## src/rtl/irq_latch4b_pkg.sv

```systemverilog
// irq_latch4b_pkg: shared state encoding, sizes and priority helper for the interrupt latch
package irq_latch4b_pkg;
  localparam int NUM_SRC = 4;
  localparam int CNT_W = 4;
  typedef enum logic [1:0] {IDLE = 2'd0, ASSERT = 2'd1, HOLD = 2'd2} state_t;
  function automatic logic [1:0] lowest_set(input logic [NUM_SRC-1:0] v);
    return v[0] ? 2'd0 : v[1] ? 2'd1 : v[2] ? 2'd2 : v[3] ? 2'd3 : 2'd0;
  endfunction
endpackage

```

## src/rtl/irq_latch4b_sync_edge.sv

```systemverilog
// irq_sync_edge: synchronises one active-low request and flags a falling edge or low level
module irq_sync_edge #(
  parameter int   SYNC_STAGES = 2,
  parameter logic EDGE_SEL    = 1'b1
) (
  input  logic C,
  input  logic CLR,
  input  logic IRQ_B,
  output logic set_req
);
  logic [SYNC_STAGES-1:0] sync_q, sync_d;
  logic hist_q, hist_d, s;
  always_comb begin
    s = sync_q[SYNC_STAGES-1];
    sync_d = {sync_q[SYNC_STAGES-2:0], IRQ_B};
    hist_d = s;
    set_req = EDGE_SEL ? (hist_q & ~s) : ~s;
  end
  always_ff @(posedge C or posedge CLR)
    if (CLR) begin
      sync_q <= '1;
      hist_q <= 1'b1;
    end else begin
      sync_q <= sync_d;
      hist_q <= hist_d;
    end
endmodule

```

## src/rtl/irq_latch4b.sv

```systemverilog
// irq_latch4b: four-source masked interrupt latch driving the KCPSM3 INTERRUPT/ACK handshake
module irq_latch4b
  import irq_latch4b_pkg::*;
#(
  parameter int         SYNC_STAGES = 2,
  parameter logic [3:0] EDGE_SEL    = 4'b1111,
  parameter logic [3:0] MASK_INIT   = 4'b0000,
  parameter int         HOLDOFF_CYC = 2
) (
  input  logic       C,
  input  logic       CLR,
  input  logic [3:0] IRQ_B,
  input  logic       MASK_WE,
  input  logic [3:0] MASK_IN,
  input  logic       W1C_WE,
  input  logic [3:0] W1C_IN,
  input  logic       INTERRUPT_ACK,
  output logic       INTERRUPT,
  output logic [1:0] VECTOR,
  output logic [3:0] STATUS,
  output logic [3:0] PENDING
);
  logic [NUM_SRC-1:0] set_req, req, ack_clr;
  logic [NUM_SRC-1:0] pending_q, pending_d, mask_q, mask_d, status_q, status_d;
  logic [CNT_W-1:0] cnt_q, cnt_d;
  logic [1:0] vector_q, vector_d;
  logic int_q, int_d;
  state_t state_q, state_d;
  for (genvar i = 0; i < NUM_SRC; i++) begin : g_src
    irq_sync_edge #(.SYNC_STAGES(SYNC_STAGES), .EDGE_SEL(EDGE_SEL[i])) u_sync (
      .C(C), .CLR(CLR), .IRQ_B(IRQ_B[i]), .set_req(set_req[i])
    );
  end
  // Once asserted, INTERRUPT is only dropped by ACK: the CPU may already be committed.
  always_comb begin
    req = pending_q & mask_q;
    state_d = state_q;
    cnt_d = cnt_q;
    int_d = int_q;
    vector_d = vector_q;
    ack_clr = '0;
    case (state_q)
      IDLE:
        if (|req) begin
          state_d = ASSERT;
          int_d = 1'b1;
          vector_d = lowest_set(req);
        end
      ASSERT:
        if (INTERRUPT_ACK) begin
          int_d = 1'b0;
          ack_clr[vector_q] = 1'b1;
          cnt_d = CNT_W'(HOLDOFF_CYC);
          state_d = (HOLDOFF_CYC == 0) ? IDLE : HOLD;
        end
      HOLD: begin
        cnt_d = cnt_q - 4'd1;
        state_d = (cnt_d <= 4'd1) ? IDLE : HOLD;
      end
      default: state_d = IDLE;
    endcase
    pending_d = (pending_q & ~(ack_clr | (W1C_WE ? W1C_IN : '0))) | set_req;
    mask_d = MASK_WE ? MASK_IN : mask_q;
    status_d = req;
  end
  always_ff @(posedge C or posedge CLR)
    if (CLR) begin
      state_q <= IDLE;
      cnt_q <= '0;
      int_q <= 1'b0;
      vector_q <= '0;
      pending_q <= '0;
      mask_q <= MASK_INIT;
      status_q <= '0;
    end else begin
      state_q <= state_d;
      cnt_q <= cnt_d;
      int_q <= int_d;
      vector_q <= vector_d;
      pending_q <= pending_d;
      mask_q <= mask_d;
      status_q <= status_d;
    end
  assign INTERRUPT = int_q;
  assign VECTOR = vector_q;
  assign STATUS = status_q;
  assign PENDING = pending_q;
endmodule

```

## config.mk

```make
export PLATFORM = sky130hd
export DESIGN_NAME = irq_latch4b
export DESIGN_NICKNAME = d
export VERILOG_FILES = /design/src/rtl/irq_latch4b_pkg.sv /design/src/rtl/irq_latch4b_sync_edge.sv /design/src/rtl/irq_latch4b.sv
export SDC_FILE = /design/constraint.sdc
export NUM_CORES = 1
export LEC_CHECK = 0
export CAP_MARGIN = 0
export CORE_UTILIZATION = 43
export DETAILED_ROUTE_END_ITERATION = 16
export GPL_ROUTABILITY_DRIVEN = 0
export PLACE_DENSITY_LB_ADDON = 0.25
export SETUP_SLACK_MARGIN = 0.05
export SLEW_MARGIN = 5
export SYNTH_ARGS = -nofsm -noshare
export SYNTH_HDL_FRONTEND = slang
export SYNTH_HIERARCHICAL = 1
export SYNTH_SLANG_ARGS = --single-unit
```

## constraint.sdc

```tcl
create_clock -name C -period 1.5 [get_ports C]
set_input_delay 0.3 -clock C [delete_from_list [all_inputs] [get_ports C]]
set_output_delay 0.3 -clock C [all_outputs]
set_load 0.01 [all_outputs]
```

==> flow_summary_export.csv <==
group,metric,value,unit
timing,timing.final.crit_period,1360,ps
timing,fin_tns_setup,0,ps
timing,fmax,0.734,GHz
grt,grt_pass1_vias,982,
finish,layout_common_cells,"20 x dfrtp_1, 16 x clkdlybuf4s50_1, 12 x dfstp_2, 12 x buf_4, 11 x dlygate4sd2_1",
routing,totalWireLength,2560,um
critical_path,cpPeakStageDelay,510,ps
floorplanning,die_x,58.1,um
routing,ant_nets,0,
timing,rsz0062_at_grt,"false",
worst_hold_path,hold_class,"primary input to flop",
grt,grt_max_degree,22,
finish,drive_gt1_frac,0.288,
yosys,synthesis.nets,127,
critical_path,cp_data_required_time,1740,ps
timing,fin_skew,3.22,ps
grt,grt_first_pass_wirelength,4440,um
critical_path,crit_path_max_fanout,9,
clock_network,root_buffer,"clkbuf_4",
routing,drc_errors,0,
grt,grt_usage,0.185,
yosys,yosys.area.top_type,"dfrtp_1",
job,drv_cap,0,
critical_path,worst-r2r-setup-slack,140,ps
placed_design,io_buffers,27,
critical_path,cp-end-kind,"flop",
clock_network,cts_tree,"built",
yosys,synth_top_cell_area_share,0.388,
critical_path,crit_chain,"nand3b_2, or3b_1, a31o_1",
timing,worst_slew_margin_rel,0.805,
pwr,p_clk_frac,0.203,
finish,antenna_cells,0,
critical_path,critical_path.slowest_cell,"dfrtp_1",
yosys,synth.area.top_cells,"dfrtp_1 39%, dfstp_2 23%, nor2b_4 4.1%, mux2_2 3.3%, ha_1 2.8%",
yosys,syn_area_per_cell,12.7,um^2
pwr,power_density,1530,mW/mm^2
finish,finalCoreUtilization,0.602,
yosys,ys_seq_elements,33,
timing,fin_crit_sh,0.908,
routing,num_vias,971,
clock_network,h-tree-depth,2,
grt,antenna_found_initial,0,
floorplanning,row_count,20,
timing,worst_pin_slew,289,ps
pwr,p_sw,919,uW
placed_design,hpwl,1900,um
yosys,syn_area,0.00136,mm^2
pwr,pwr-share-comb,0.357,
critical_path,arrival,1600,ps
finish,syn2layout_area_growth,34.5,%
pwr,p_leak,0.836,nW
yosys,yosysWarnings,6,
critical_path,crit_type,"flop to flop",
routing,drt-initial-drc-count,40,
clock_network,clk_latency,340,ps
floorplanning,dieArea,0.00338,mm^2
critical_path,worstSetupStartpointType,"flop",
routing,wl_per_cell,13.0,um
finish,layout.filler_cells,275,
clock_network,postCtsHoldBufs,0,
clock_network,path_clk_slew,100,ps
floorplanning,core_area,0.00303,mm^2
pwr,ir_worst_vdd,0.000628,V
routing,vias_per_cell,4.93,
timing,setup_violations,0,
floorplanning,io_pins,28,
pwr,p_int,1.86,mW
timing,finalHoldViolations,0,
clock_network,clk_path_buf_depth,2,
routing,firstDrtPassIters,4,
clock_network,cts_buffers,5,
yosys,seq_area_frac_synth,0.620,
floorplanning,die_h,58.1,um
finish,final_common_cell,"dfrtp_1",
pwr,seqPwrFrac,0.440,
yosys,ys_types,37,
clock_network,clkSinkCount,33,
yosys,syn_inst,107,
status,status,"complete, no violations",
grt,overflow,0,
timing,slew_violations,0,
pwr,sw_frac_of_total,0.330,
finish,nNetsFinal,172,
floorplanning,initial_core_util,0.448,
==> Yosys cell counts <==
library cell,n
nand2_1,6
or2b_1,1
nand2b_1,3
o32ai_1,1
nand3b_2,1
o31a_1,1
o22ai_1,1
nor2b_4,4
nand3_1,1
a31oi_1,1
o22a_1,1
dfstp_2,12
a211oi_1,1
mux2_2,4
and2_1,3
dfrtp_1,21
a31o_1,2
a311oi_1,1
nor4_1,1
inv_1,9
o21ai_1,1
nor2_1,4
buf_2,1
or3b_1,2
or2_1,1
a31o_2,1
a21oi_1,6
o311ai_0,1
xor2_1,1
nand4_1,1
ha_1,3
and2b_2,1
o21ai_0,4
o221ai_1,1
a22o_1,2
nor2b_1,1
o21a_1,1
==> area by class of cell <==
cell class | count | area, um^2 | share of cell area
Sequential cell | 33 | 842 | 0.462
Multi-Input combinational cell | 64 | 475 | 0.261
Timing Repair Buffer | 39 | 347 | 0.190
Clock buffer | 7 | 65.1 | 0.0357
Tap cell | 44 | 55.1 | 0.0302
Inverter | 9 | 33.8 | 0.0185
Clock inverter | 1 | 5.00 | 0.00275
==> power groups by stage <==
stage | Combinational, mW | Sequential [mW] | Clock, mW
floorplan | 0.504 | 1.29 | 0
global placement | 0.870 | 1.29 | 0
detailed placement | 0.895 | 1.30 | 0
CTS | 0.967 | 1.24 | 0.581
global route | 1.11 | 1.25 | 0.617
finish | 0.993 | 1.23 | 0.565
==> stage by stage <==
step	power, mW	cell area [um^2]	setup slack (ps)	std cells	hold slack (ps)
after floorplan	1.79	1360	262	107	233
after global placement	2.16	1710	-117	182	347
after detailed placement	2.20	1710	-122	182	349
after CTS	2.78	1820	148	196	346
after global routing	2.97	1820	111	197	340
final	2.78	1820	138	197	356
==> cell families (layout without fill, tap and decap cells) <==
| kind of cell | after synthesis | in the layout | share of synthesized area |
|---|---|---|---|
| AO/OA/AOI/OAI | 26 | 26 | 0.132 |
| XOR/XNOR | 1 | 1 | 0.00646 |
| adder cells (fa/ha/maj) | 3 | 3 | 0.0277 |
| buffers and inverters | 10 | 56 | 0.0286 |
| flip-flops | 33 | 33 | 0.620 |
| multiplexers | 4 | 4 | 0.0332 |
| AND/OR/NAND/NOR | 30 | 30 | 0.151 |
==> sequential cells by signal, indices dropped and copies added, names as in the netlist <==
signal and count:
state_q 2, PENDING 4, cnt_q 4, STATUS 4, INTERRUPT 1, g_src.u_sync/sync_q 8, mask_q 4, g_src.u_sync/hist_q 4
VECTOR 2
==> worst max-delay path, delay by kind of cell (launching register included) <==
| family | cells | cell delay (ps) |
|---|---|---|
| compound gates | 1 | 210 |
| simple gates | 2 | 540 |
| flops | 1 | 510 |
==> what timing repair did <==
item / CTS / global route
buffers inserted: 6 / 1
setup endpoints to repair: 11 / 1
gates resized for setup: 12 / 0
==> path summary, 6_finish.rpt <==
path                                                start                         to  cells after the start
worst max-delay path                           state_q[0]                 PENDING[1]                      3
worst min-delay path                             IRQ_B[2]  g_src[2].u_sync/sync_q[0]                      1
worst max register to register                 state_q[0]                 PENDING[1]                      3
worst min register to register  g_src[2].u_sync/sync_q[0]  g_src[2].u_sync/sync_q[1]                      0
max in group asynchronous                             CLR                  VECTOR[1]                      3
min in group asynchronous                             CLR                 state_q[1]                      3
==> per-layer routing <==
layer,vias up,wire length (um),track usage
met5,-,0,0
met4,0,59,0.112
met3,5,137,0.0692
met2,29,1270,0.287
met1,474,1090,0.219
li1,463,-,-
No activity file was read; power rests on OpenSTA's default activity.
